==> src/rtl/fetch_unit.sv <==
// WISC instruction fetch stage: owns the PC, drives the multi-cycle instruction
// memory, holds each fetched instruction until decode accepts it, squashes on redirect.
module fetch_unit #(
    parameter logic [15:0] RESET_PC  = 16'h0000,
    parameter logic [15:0] NOP_INSTR = 16'h0800
) (
    input  logic        clk,
    input  logic        rst,
    input  logic        stall,
    input  logic        branch_taken,
    input  logic [15:0] branch_target,
    output logic        imem_rd,
    output logic [15:0] imem_addr,
    input  logic [15:0] imem_data,
    input  logic        imem_done,
    input  logic        imem_err,
    output logic [15:0] instr,
    output logic [15:0] pc_plus2,
    output logic        instr_valid,
    output logic        halted,
    output logic        err
);

    typedef enum logic [1:0] {
        S_FETCH = 2'd0,
        S_VALID = 2'd1,
        S_HALT  = 2'd2
    } state_t;

    state_t      state_q, state_d;
    logic [15:0] pc_q, pc_d;
    logic [15:0] req_addr_q, req_addr_d;
    logic [15:0] instr_q, instr_d;
    logic [15:0] pcp2_q, pcp2_d;
    logic        squash_q, squash_d;
    logic        err_q, err_d;
    logic        go_q, go_d;

    logic        fetch_active;
    logic        done_live;
    logic        accept;
    logic        fault;

    // go_q keeps the request line low for the first cycle after reset.
    assign fetch_active = (state_q == S_FETCH) && go_q;
    assign done_live    = fetch_active && imem_done;
    assign accept       = (state_q == S_VALID) && !stall && !branch_taken;
    assign fault        = (done_live && imem_err && !squash_q)
                        || (branch_taken && branch_target[0]);

    always_comb begin
        state_d    = state_q;
        pc_d       = pc_q;
        req_addr_d = req_addr_q;
        instr_d    = instr_q;
        pcp2_d     = pcp2_q;
        squash_d   = squash_q;
        err_d      = err_q;
        go_d       = 1'b1;

        if (state_q != S_HALT) begin
            if (fault) begin
                err_d    = 1'b1;
                state_d  = S_HALT;
                instr_d  = NOP_INSTR;
                squash_d = 1'b0;
            end else if (branch_taken) begin
                pc_d    = branch_target;
                state_d = S_FETCH;
                instr_d = NOP_INSTR;
                // Only an in-flight request with no completion this cycle needs squashing.
                if ((state_q == S_VALID) || done_live || !go_q) begin
                    req_addr_d = branch_target;
                    squash_d   = 1'b0;
                end else begin
                    squash_d = 1'b1;
                end
            end else if (accept) begin
                instr_d = NOP_INSTR;
                if (instr_q[15:11] == 5'b00000) begin
                    state_d = S_HALT;
                end else begin
                    state_d    = S_FETCH;
                    req_addr_d = pc_q;
                end
            end else if (done_live) begin
                if (squash_q) begin
                    squash_d   = 1'b0;
                    req_addr_d = pc_q;
                end else begin
                    instr_d = imem_data;
                    pcp2_d  = req_addr_q + 16'd2;
                    pc_d    = req_addr_q + 16'd2;
                    state_d = S_VALID;
                end
            end
        end
    end

    always_ff @(posedge clk) begin
        if (rst) begin
            state_q    <= S_FETCH;
            pc_q       <= RESET_PC;
            req_addr_q <= RESET_PC;
            instr_q    <= NOP_INSTR;
            pcp2_q     <= 16'h0000;
            squash_q   <= 1'b0;
            err_q      <= 1'b0;
            go_q       <= 1'b0;
        end else begin
            state_q    <= state_d;
            pc_q       <= pc_d;
            req_addr_q <= req_addr_d;
            instr_q    <= instr_d;
            pcp2_q     <= pcp2_d;
            squash_q   <= squash_d;
            err_q      <= err_d;
            go_q       <= go_d;
        end
    end

    assign imem_rd     = fetch_active;
    assign imem_addr   = req_addr_q;
    assign instr       = instr_q;
    assign pc_plus2    = pcp2_q;
    assign instr_valid = (state_q == S_VALID);
    assign halted      = (state_q == S_HALT);
    assign err         = err_q;

endmodule
==> config.mk <==
export PLATFORM = sky130hd
export DESIGN_NAME = fetch_unit
export DESIGN_NICKNAME = d
export VERILOG_FILES = /design/src/rtl/fetch_unit.sv
export SDC_FILE = /design/constraint.sdc
export NUM_CORES = 1
export LEC_CHECK = 0
export ABC_AREA = 1
export ABC_CLOCK_PERIOD_IN_PS = 2070
export BUFFER_PORTS_ARGS = -buffer_cell sky130_fd_sc_hd__buf_2
export CORE_ASPECT_RATIO = 0.5
export CORE_UTILIZATION = 53
export DETAILED_ROUTE_END_ITERATION = 10
export PLACE_DENSITY = 0.77
export SETUP_SLACK_MARGIN = 0.3
export SYNTH_ARGS = -nofsm -noshare
export SYNTH_HDL_FRONTEND = slang
export SYNTH_SLANG_ARGS = --single-unit
==> constraint.sdc <==
create_clock -name clk -period 2.07 [get_ports clk]
set_clock_uncertainty 0.1 [all_clocks]
set_input_delay 0.3105 -clock clk [delete_from_list [all_inputs] [get_ports clk]]
set_output_delay 0.3105 -clock clk [all_outputs]
set_load 0.01 [all_outputs]
Yosys cells after proc, flatten, opt, wreduce, memory -nomap -nowiden
Cells that the tools add are included.
- memory bits (read-only): 0
- input bits: 38
- latch bits: 0
- logic and storage cells: 76
- memory bits (writable): 0
- flip-flop bits (word level): 69
- output and inout bits: 52
- memories kept: 0
- multipliers: 0
- mux-type cells: 27
- add/sub/neg operators: 1
- shifts and indexed selects: 0
- magnitude comparators: 0
- reduce and logical (&&, ||, !) cells: 27
- div/mod/pow operators: 0
- bitwise logic cells: 4
- equality and inequality tests: 9
- operators by type and width (kind ; number):
    2-to-1 mux 16 bit ; 15
    adder 16 x 2 -> 16 bit (second input constant) ; 1
    2-to-1 mux 2 bit ; 6
    AND reduction 6 bit ; 2
    nonzero test 3 bit ; 3
    logical AND 1 bit ; 7
    2-to-1 mux 1 bit ; 6
    inequality test 2 bit (second input constant) ; 3
    AND reduction 3 bit ; 2
    zero test 5 bit ; 1
    AND reduction 5 bit ; 1
    zero test 1 bit ; 4
    inequality test 4 x 2 -> 1 bit (second input constant) ; 1
    inverter 1 bit ; 4
    nonzero test 4 bit ; 1
    logical OR 1 bit ; 3
    inequality test 3 x 2 -> 1 bit (second input constant) ; 1
    inequality test 3 bit (second input constant) ; 1
    == test 2 x 1 -> 1 bit (second input constant) ; 1
    == test 2 bit (second input constant) ; 1
    zero test 2 bit ; 1
    inequality test 2 x 1 -> 1 bit (second input constant) ; 1
    AND reduction 2 bit ; 1
    nonzero test 2 bit ; 1

Depth between registers and ports, before layout
Gate-level depths: netlist of the first run.
- word-level depth: 8
- gate-level depth with buffers: 11

Worst setup path after synthesis of the first run
Ideal clock, no wire load.
- kind: register -> register
- from: register req_addr_q[1] (netlist: imem_addr[1])
- to: register pc_q[13]
- required time: 1857 ps
- arrival: 1429 ps
- setup slack: 428 ps
- path buffers: 0
- period minus slack after synthesis: 1642 ps
- cell stages (with the launch flop): 11
- path through: dfxtp_1 -> ha_1 -> nand2_1 -> nor2_1 -> nand3_1 -> nand2_1 -> nand2_1 -> nand2_1 -> nand2_1 -> nor2_1 -> nor2_1
- cells in the longest elaborated chain, start to end: 5
- ends and longest elaborated chain (element ; RTL line ; text):
    start, declared ; 32 ; logic [15:0] req_addr_q, req_addr_d;
    start signal, assigned ; 113 ; req_addr_q <= req_addr_d;
    adder 16 x 2 -> 16 bit ; 93 ; pc_d = req_addr_q + 16'd2;
    2-to-1 mux 16 bit ; 87 ; if (squash_q) begin
    2-to-1 mux 16 bit ; 86 ; end else if (done_live) begin
    2-to-1 mux 16 bit ; 78 ; end else if (accept) begin
    2-to-1 mux 16 bit ; 67 ; end else if (branch_taken) begin
    end signal, assigned ; 112 ; pc_q <= pc_d;
    end, declared ; 31 ; logic [15:0] pc_q, pc_d;
Every way passes these cells. The select of a mux whose other input is x is not followed.
A chain may end at the register's enable or synchronous reset.

Final worst setup path of the first run
- from: register req_addr_q[3] (netlist: imem_addr[3])
- to: register pc_q[6]
The elaborated chain is that of the path after synthesis.

==> results of run 1 <==
==> state kept, by name (all words and copies together), names as in the netlist <==
signal and cells:
squash_q 1, err 1, pc_q 16, pc_plus2 16
imem_addr 16, instr 16, state_q 2, go_q 1
==> metal layers <==
layer | track usage, % | routed length (um) | vias to the layer above
met4 | 9.83 | 89 | 0
met1 | 35.9 | 3980 | 1575
met2 | 46.8 | 4200 | 116
li1 | - | - | 1790
met5 | 0 | 0 | -
met3 | 9.06 | 671 | 9
==> cells in the mapped netlist <==
library cell  instances  area (um2)
nand4_4               1        21.3
a21o_1                1        7.51
buf_2                10        50.1
ha_1                  1        12.5
a31oi_1               1        6.26
xor2_1                4        35.0
clkbuf_1              6        22.5
nor2_4                3        33.8
o21bai_2              1        11.3
o21ai_0              15        75.1
o21a_1               15         113
nand3_2               2        20.0
nand4_1               7        43.8
o21bai_1              2        15.0
inv_2                 6        22.5
nand2_2               4        25.0
nand3_1              31         155
xnor2_1               1        8.76
inv_1                31         116
dfxtp_1              69        1380
nor2_1              108         405
a21oi_1              26         130
buf_1                 5        18.8
buf_6                 2        22.5
nand2_1             155         582
nor2_2                2        12.5
nor3_4                1        16.3
o21ai_1               5        25.0
==> cells by family after synthesis <==
| group | count (synthesis) |
|---|---|
| simple gates | 314 |
| flops | 69 |
| compound gates | 66 |
| buf+inv | 60 |
| xor+xnor | 5 |
| fa+ha+maj | 1 |
==> layout make-up <==
class | count | area (um2) | area share [%]
clock buffer | 9 | 225 | 5.23
clock inverter | 7 | 97.6 | 2.26
inverter | 37 | 139 | 3.22
multi-input combinational | 386 | 1780 | 41.3
sequential | 69 | 1380 | 32.1
tap | 88 | 110 | 2.56
timing repair buffer | 100 | 573 | 13.3
==> worst max-delay path: cells and delay by family, from the launching register on <==
kind / cells / cell delay, ns
simple gates: 6 / 0.77
flops: 1 / 0.42
xor+xnor: 1 / 0.33
==> metrics by stage <==
step           area, um2  total power [uW]  cells  hold WS [ns]  utilization, %
4_1_cts             4240              3770    694         0.110            69.4
5_1_grt             4310              3940    696         0.118            70.6
3_3_place_gp        3910              2100    678         0.346            64.0
3_5_place_dp        3910              2110    678         0.351            64.0
2_1_floorplan       3390              1910    515         0.359               -
6_report            4310              3780    696         0.118            70.6
==> timing repair <==
item	in CTS	in global routing
resized for setup	1	8
pin swaps	0	3
setup buffers	0	2
endpoints found under the hold margin	0	0
setup endpoints to repair	2	33
==> power by group <==
group	leakage, uW	internal, uW	switching [uW]
clock network	0.000152	1060	604
registers	0.000564	1420	74.7
logic	0.00143	242	378
==> final timing paths <==
check | endpoint | depth (start not counted) | startpoint
worst min-delay path | instr[0] | 3 | imem_data[0]
worst min register to register | instr[0] | 2 | instr[0]
worst max-delay path | pc_q[6] | 7 | imem_addr[3]
worst max register to register | pc_q[6] | 7 | imem_addr[3]
==> flow_summary.toml, run 1 <==
[outcome]
outcome = "completed"

[yosys]
synth_seq_area_share_pct = 40.8
syn-cell-area_um2 = 3390
synth-warning-count = 0
postSynthCellCount = 515
synthSimpleGateAreaFrac_pct = 38.8
syn_area_per_cell_um2 = 6.58
ys_types = 28
synth_top_family_by_area = "simple AND/OR/NAND/NOR gates"
synth-compound-area-share_pct = 11.3
synth_mux_area_share_pct = 0
synthAdderAreaFrac_pct = 0.369
synth_xor_xnor_area_share_pct = 1.29
synth-seq-cells = 69
syn-num-nets = 554

[layout]
fillers = 550
mostFrequentLayoutCells = "155 x nand2_1, 105 x nor2_1, 89 x buf_2"
antenna_cells = 0
layout_commonest_cell = "nand2_1"
syn_to_final_growth_pct = 27.2
nets = 642
drive_above_1_share_pct = 23.4

[cts]
cts_tree = "built"
clk_latency_ns = 0.34
path_clk_slew_ns = 0.06
clock-sinks = 69
clock_path_buffers = 2
htree_levels = 3
cts_hold_buf = 0
cts-root-buf = "clkbuf_16"
cts_buffers = 9

[setup_path]
crit_path_max_fanout = 5
required_ns = 2.24
critPathLaunchType = "register"
cp_cell_sequence = "nand3_1, nor2_2, xor2_1, nand2_1, nand2_1, nor2_1, nor2_1"
max_stage_delay_ns = 0.42
worstSetupPathType = "register to register"
crit_path_end_kind = "register"
slowest_stage = "dfxtp_1"
reg2reg_slack_ns = 0.38
worstPathArrival_ns = 1.86

[detailed_routing]
via_per_inst = 5.01
wirelength_mm = 8.94
via_count = 3490
drc = 0
drtPass1Iterations = 5
drtIter0Drc = 252
wire_per_inst_um = 12.8
postRouteAntennaNets = 0

[die]
coreArea_um2 = 6110
initial_core_util_pct = 55.5
die_w_um = 115
die_h_um = 58.5
row_count = 20
pin_count = 90
die-area_um2 = 6740

[timing]
max_freq_mhz = 593
setup_viol_count_final = 0
hold_violations = 0
tns_ns = 0
report.final.slew_viol_count = 0
relSlewSlack_pct = 77.0
max_slew.worst_pin.slew_ns = 0.344
timing.final.ws_setup_ns = 0.384
fin_crit_sh_pct = 81.5
rsz0062_at_grt = "true"
min_period_ns = 1.69

[global_routing]
grt_usage_pct = 28.5
gr-total-overflow = 0
antenna_found_initial = 0
grt_pass1_wl_mm = 14.6
grt_pass1_vias = 3127
grt_max_degree = 47

[job]
maxCapViolCount = 0

[worst_hold_path]
hold_path.class = "input port to register"

[pwr]
power-per-cell-area_nw_per_um2 = 876
p_leak_uw = 0.00214
irDropWorstVdd_uv = 601

[place]
dp_slack_ns = 0.284
place_congestion = 0.884
hpwlAfterDp_mm = 6.20
portBuffers = 89
Note: power is estimated with default switching activity, not from simulation.
==> run 2: changes to the inputs <==
--- a/config.mk
+++ b/config.mk
@@ -6,7 +6,7 @@
 export NUM_CORES = 1
 export LEC_CHECK = 0
 export ABC_AREA = 1
-export ABC_CLOCK_PERIOD_IN_PS = 2070
+export ABC_CLOCK_PERIOD_IN_PS = 1660
 export BUFFER_PORTS_ARGS = -buffer_cell sky130_fd_sc_hd__buf_2
 export CORE_ASPECT_RATIO = 0.5
 export CORE_UTILIZATION = 53
==> constraint.sdc (replaced) <==
create_clock -name clk -period 1.66 [get_ports clk]
set_clock_uncertainty 0.1 [all_clocks]
set_input_delay 0.249 -clock clk [delete_from_list [all_inputs] [get_ports clk]]
set_output_delay 0.249 -clock clk [all_outputs]
set_load 0.01 [all_outputs]
==> run 2 against run 1 <==
Effect of this change: the run now ends with negative setup slack left; clock power increased by 7%; first-iteration DRC count decreased by 6.7%; sequential share of layout area fell by 3.8 points; core utilization up 10 points; worst setup slack lost 0.40 ns; cell count increased by 2.4%; largest power group is now sequential cells; power grew 24%; count of clock-buffer cells in the layout up 6; global-route usage increased by 0.24 points.
==> flow_summary.toml, run 2 (synthesized netlist as in run 1, its figures left out) <==
[place]
place_area_um2 = 4030
dp_cells = 682
hpwlAfterDp_mm = 6.05
dp_slack_ns = 0.0693
place_congestion = 0.897
portBuffers = 89

[outcome]
violations = "negative setup slack"
outcome = "complete, but fails checks"

[detailed_routing]
postRouteAntennaNets = 0
drtIter0Drc = 235
wirelength_mm = 10.4
via_per_inst = 5.19
drtPass1Iterations = 5
drc = 0
wire_per_inst_um = 14.6
via_count = 3701

[global_routing]
grt_pass1_vias = 3208
antenna_found_initial = 0
grt_pass1_wl_mm = 14.8
grt_max_degree = 36
grt_usage_pct = 28.7
gr-total-overflow = 0

[layout]
drive_above_1_share_pct = 38.4
antenna_cells = 0
finalInstanceArea_um2 = 4950
mostFrequentLayoutCells = "115 x nand2_1, 93 x nor2_1, 88 x buf_2"
syn_to_final_growth_pct = 46.0
fillers = 453
nets = 659
layout_commonest_cell = "nand2_1"
fin_cells = 713

[timing]
fin_crit_sh_pct = 101
relSlewSlack_pct = 76.9
hold_violations = 0
timing.final.ws_setup_ns = -0.0183
max_slew.worst_pin.slew_ns = 0.346
rsz0062_at_grt = "true"
max_freq_mhz = 596
setup_viol_count_final = 1
report.final.slew_viol_count = 0
holdWs_ns = 0.0532
min_period_ns = 1.68

[setup_path]
worstSetupPathType = "register to register"
cp_cell_sequence = "nor2_4, nand4_4, buf_12, clkinv_4, nand2_4, nand4_1, buf_6, clkbuf_16, nand2_2, nand2_1, nor2_1"
worstPathArrival_ns = 1.81
critPathLaunchType = "register"
required_ns = 1.79
crit_path_max_fanout = 8
crit_path_end_kind = "register"
crit_family = "simple AND/OR/NAND/NOR gates"
cp_num_buf_inv = 4
slowest_stage = "dfxtp_4"
max_stage_delay_ns = 0.36

[pwr]
p_leak_uw = 0.00240
irDropWorstVdd_uv = 702
power-per-cell-area_nw_per_um2 = 943

[die]
die_h_um = 58.5
die-area_um2 = 6740
pin_count = 90
die_w_um = 115
row_count = 20
initial_core_util_pct = 55.5
coreArea_um2 = 6110

[job]
maxCapViolCount = 0

[cts]
clk_latency_ns = 0.33
path_clk_slew_ns = 0.05
cts_tree = "built"
clock_path_buffers = 2
cts_hold_buf = 0
cts-root-buf = "clkbuf_16"
clock-sinks = 69
htree_levels = 3
cts_buffers = 9

[worst_hold_path]
hold_path.class = "input port to register"
-- run 2: layer usage --
metal | vias up | global-route usage, % | wire, um
met3 | 13 | 9.47 | 767
met2 | 132 | 49.0 | 5170
met5 | - | 0 | 0
met4 | 0 | 7.61 | 81
li1 | 1840 | - | -
met1 | 1716 | 35.5 | 4420
-- run 2: where the power goes --
group | switching, uW | internal (uW) | leakage (uW)
Sequential | 94.4 | 1770 | 0.000568
Clock | 681 | 1090 | 0.000134
Combinational | 598 | 428 | 0.00169
Total | 1370 | 3290 | 0.00240
-- run 2: final timing paths --
check | startpoint | endpoint | slack, ns | cells after the start
min | imem_data[4] | instr[4] | 0.05 | 3
max | state_q[1] | pc_q[0] | -0.02 | 11
max reg2reg | state_q[1] | pc_q[0] | -0.02 | 11
min reg2reg | instr[1] | instr[1] | 0.37 | 2
-- run 2: through the flow --
step,setup TNS (ns),total power (uW),utilization (%)
floorplan,0,2420,-
global placement,0,2650,65.9
detailed placement,0,2660,65.9
CTS,0,4490,74.5
global route,-0.612,4870,81.0
finish,-0.0183,4670,81.0
-- run 2: repair_timing --
action / 4_1_cts / 5_1_grt
pin swaps: 13 / 28
cloned: 2 / 4
buffers inserted: 7 / 2
setup endpoints to repair: 70 / 72
gates resized for setup: 38 / 88
-- run 2: final cells by class --
class / instances / area, um2 / share of cell area, %
multi-input cells: 386 / 2150 / 43.5
clock inverters: 1 / 5.00 / 0.101
flip-flops and latches: 69 / 1400 / 28.3
inverters: 37 / 163 / 3.29
well taps: 88 / 110 / 2.23
clock buffers: 15 / 268 / 5.41
repair buffers: 117 / 851 / 17.2
-- run 2: worst min-delay path: cells and delay by family --
kind            cells  cell delay, ns
compound gates      1            0.04
buf+inv             1            0.10
simple gates        1            0.04
==> run 3: changes to the inputs <==
--- a/config.mk
+++ b/config.mk
@@ -11,7 +11,7 @@
 export CORE_ASPECT_RATIO = 0.5
 export CORE_UTILIZATION = 53
 export DETAILED_ROUTE_END_ITERATION = 10
-export PLACE_DENSITY = 0.77
+export PLACE_DENSITY = 0.9
 export SETUP_SLACK_MARGIN = 0.3
 export SYNTH_ARGS = -nofsm -noshare
 export SYNTH_HDL_FRONTEND = slang
==> run 3 against run 2 <==
Effect of this change: the flow still finishes with violations (negative setup slack); count of clock-buffer cells in the layout is 2 lower; die area stayed put; global-route usage is 0.10 points lower; critical endpoint is now pc_q[10]; final area is 2.1% lower; sequential cell count stayed put; critical path depth is 3 lower.
==> flow_summary.toml, run 3 (synthesized netlist as in run 1, its figures left out) <==
[outcome]
outcome = "complete, but fails checks"
violations = "negative setup slack"

[timing]
report.final.slew_viol_count = 0
rsz0062_at_grt = "true"
tns_ns = -0.200
timing.final.ws_setup_ns = -0.116
max_slew.worst_pin.slew_ns = 0.323
hold_violations = 0
fin_crit_sh_pct = 107
relSlewSlack_pct = 78.2
min_period_ns = 1.78
max_freq_mhz = 563
holdWs_ns = 0.0546
setup_viol_count_final = 5

[detailed_routing]
via_count = 4149
via_per_inst = 5.84
wirelength_mm = 12.7
drc = 0
wire_per_inst_um = 17.9
postRouteAntennaNets = 0
drtPass1Iterations = 9
drtIter0Drc = 552

[global_routing]
grt_max_degree = 40
gr-total-overflow = 0
grt_usage_pct = 28.6
grt_pass1_vias = 3175
grt_pass1_wl_mm = 14.7
antenna_found_initial = 0

[setup_path]
reg2reg_slack_ns = -0.12
worstPathArrival_ns = 1.95
worstSetupPathType = "register to register"
reg2regPathDepth = 8
r2r-end = "pc_q[10]"
crit_path_max_fanout = 5
r2r_start = "imem_addr[4]"
critPathLaunchType = "register"
required_ns = 1.84
crit_path_end_kind = "register"

[job]
maxCapViolCount = 0

[die]
pin_count = 90
row_count = 20
initial_core_util_pct = 55.5
die_w_um = 115
coreArea_um2 = 6110
die_h_um = 58.5
die-area_um2 = 6740

[place]
hpwlAfterDp_mm = 6.00
portBuffers = 89
place_congestion = 0.872

[layout]
syn_to_final_growth_pct = 43.0
fillers = 372
drive_above_1_share_pct = 35.2
nets = 656
mostFrequentLayoutCells = "140 x nand2_1, 98 x nor2_1, 87 x buf_2"
layout_commonest_cell = "nand2_1"
antenna_cells = 0

[cts]
clk_latency_ns = 0.34
clock_path_buffers = 2
path_clk_slew_ns = 0.06
cts_tree = "built"
clock-sinks = 69
cts-root-buf = "clkbuf_16"
htree_levels = 3
cts_buffers = 9

[worst_hold_path]
hold_path.class = "input port to register"
hold_depth = 3
hold_end = "instr[10]"
worstHoldStart = "imem_data[10]"

[pwr]
irDropWorstVdd_uv = 626
p_leak_uw = 0.00232
power-per-cell-area_nw_per_um2 = 1010
run 3: cell count changes in the layout (fill, tap and decap cells not counted), sizes merged:
cell	previous run	this run
inv	36	37
clkinvlp	0	1
clkinv	2	1
bufinv	0	1
buf	114	109
run 3: power by group:
part           leakage [uW]  internal [uW]  switching (uW)
registers          0.000569           1770             109
clock network      0.000145           1250             731
logic               0.00160            405             621
run 3: how the worst max path moves through the flow:
stage | start | end | slack (ns)
floorplan | state_q[1] | imem_addr[5] | 0.25
global placement | state_q[1] | imem_addr[1] | 0.15
detailed placement | state_q[1] | imem_addr[13] | 0.12
CTS | state_q[0] | pc_plus2[1] | 0.13
global route | imem_addr[4] | pc_q[10] | -0.13
finish | imem_addr[4] | pc_q[10] | -0.12
run 3: layout make-up:
type	instances	area [um2]	share of cell area (%)
Tap cell	88	110	2.27
Multi-Input combinational cell	386	2050	42.3
Timing Repair Buffer	114	827	17.1
Sequential cell	69	1410	29.0
Inverter	37	151	3.12
Clock buffer	13	262	5.40
Clock inverter	3	42.5	0.878
run 3: timing repair:
item | 4_1_cts | 5_1_grt
hold buffers | 0 | 0
gates resized for setup | 13 | 74
setup endpoints to repair | 70 | 70
pin swaps | 2 | 31
cloned | 0 | 6
buffers inserted | 2 | 7
hold endpoints to repair | 0 | 0
run 3: worst max-delay path, stage by stage (launching register included):
cell      delay, ns
dfxtp_1        0.42
nand2_1        0.17
nor2_4         0.19
nand2_1        0.15
o21bai_1       0.28
nand3_1        0.18
nand2_1        0.10
nor2_1         0.04
nor2_1         0.08
run 3: metrics by stage:
stage               std cells  total power [uW]  area (um2)  setup slack [ns]  utilization [%]
finish                    710              4890        4850            -0.116             79.4
global route              710              5020        4850            -0.132             79.4
CTS                       697              4640        4420             0.126             72.3
global placement          679              2650        4040             0.150             66.2
detailed placement        679              2670        4040             0.124             66.2
floorplan                 515              2420        3480             0.247                -
run 3: layer usage:
metal  up-vias  share of wire, %  global-route usage (%)
met5         -                 0                       0
met3       125                11                    7.83
met2       360                45                    49.4
li1       1830                 -                       -
met4         0               7.0                    13.7
met1      1834                37                    33.8
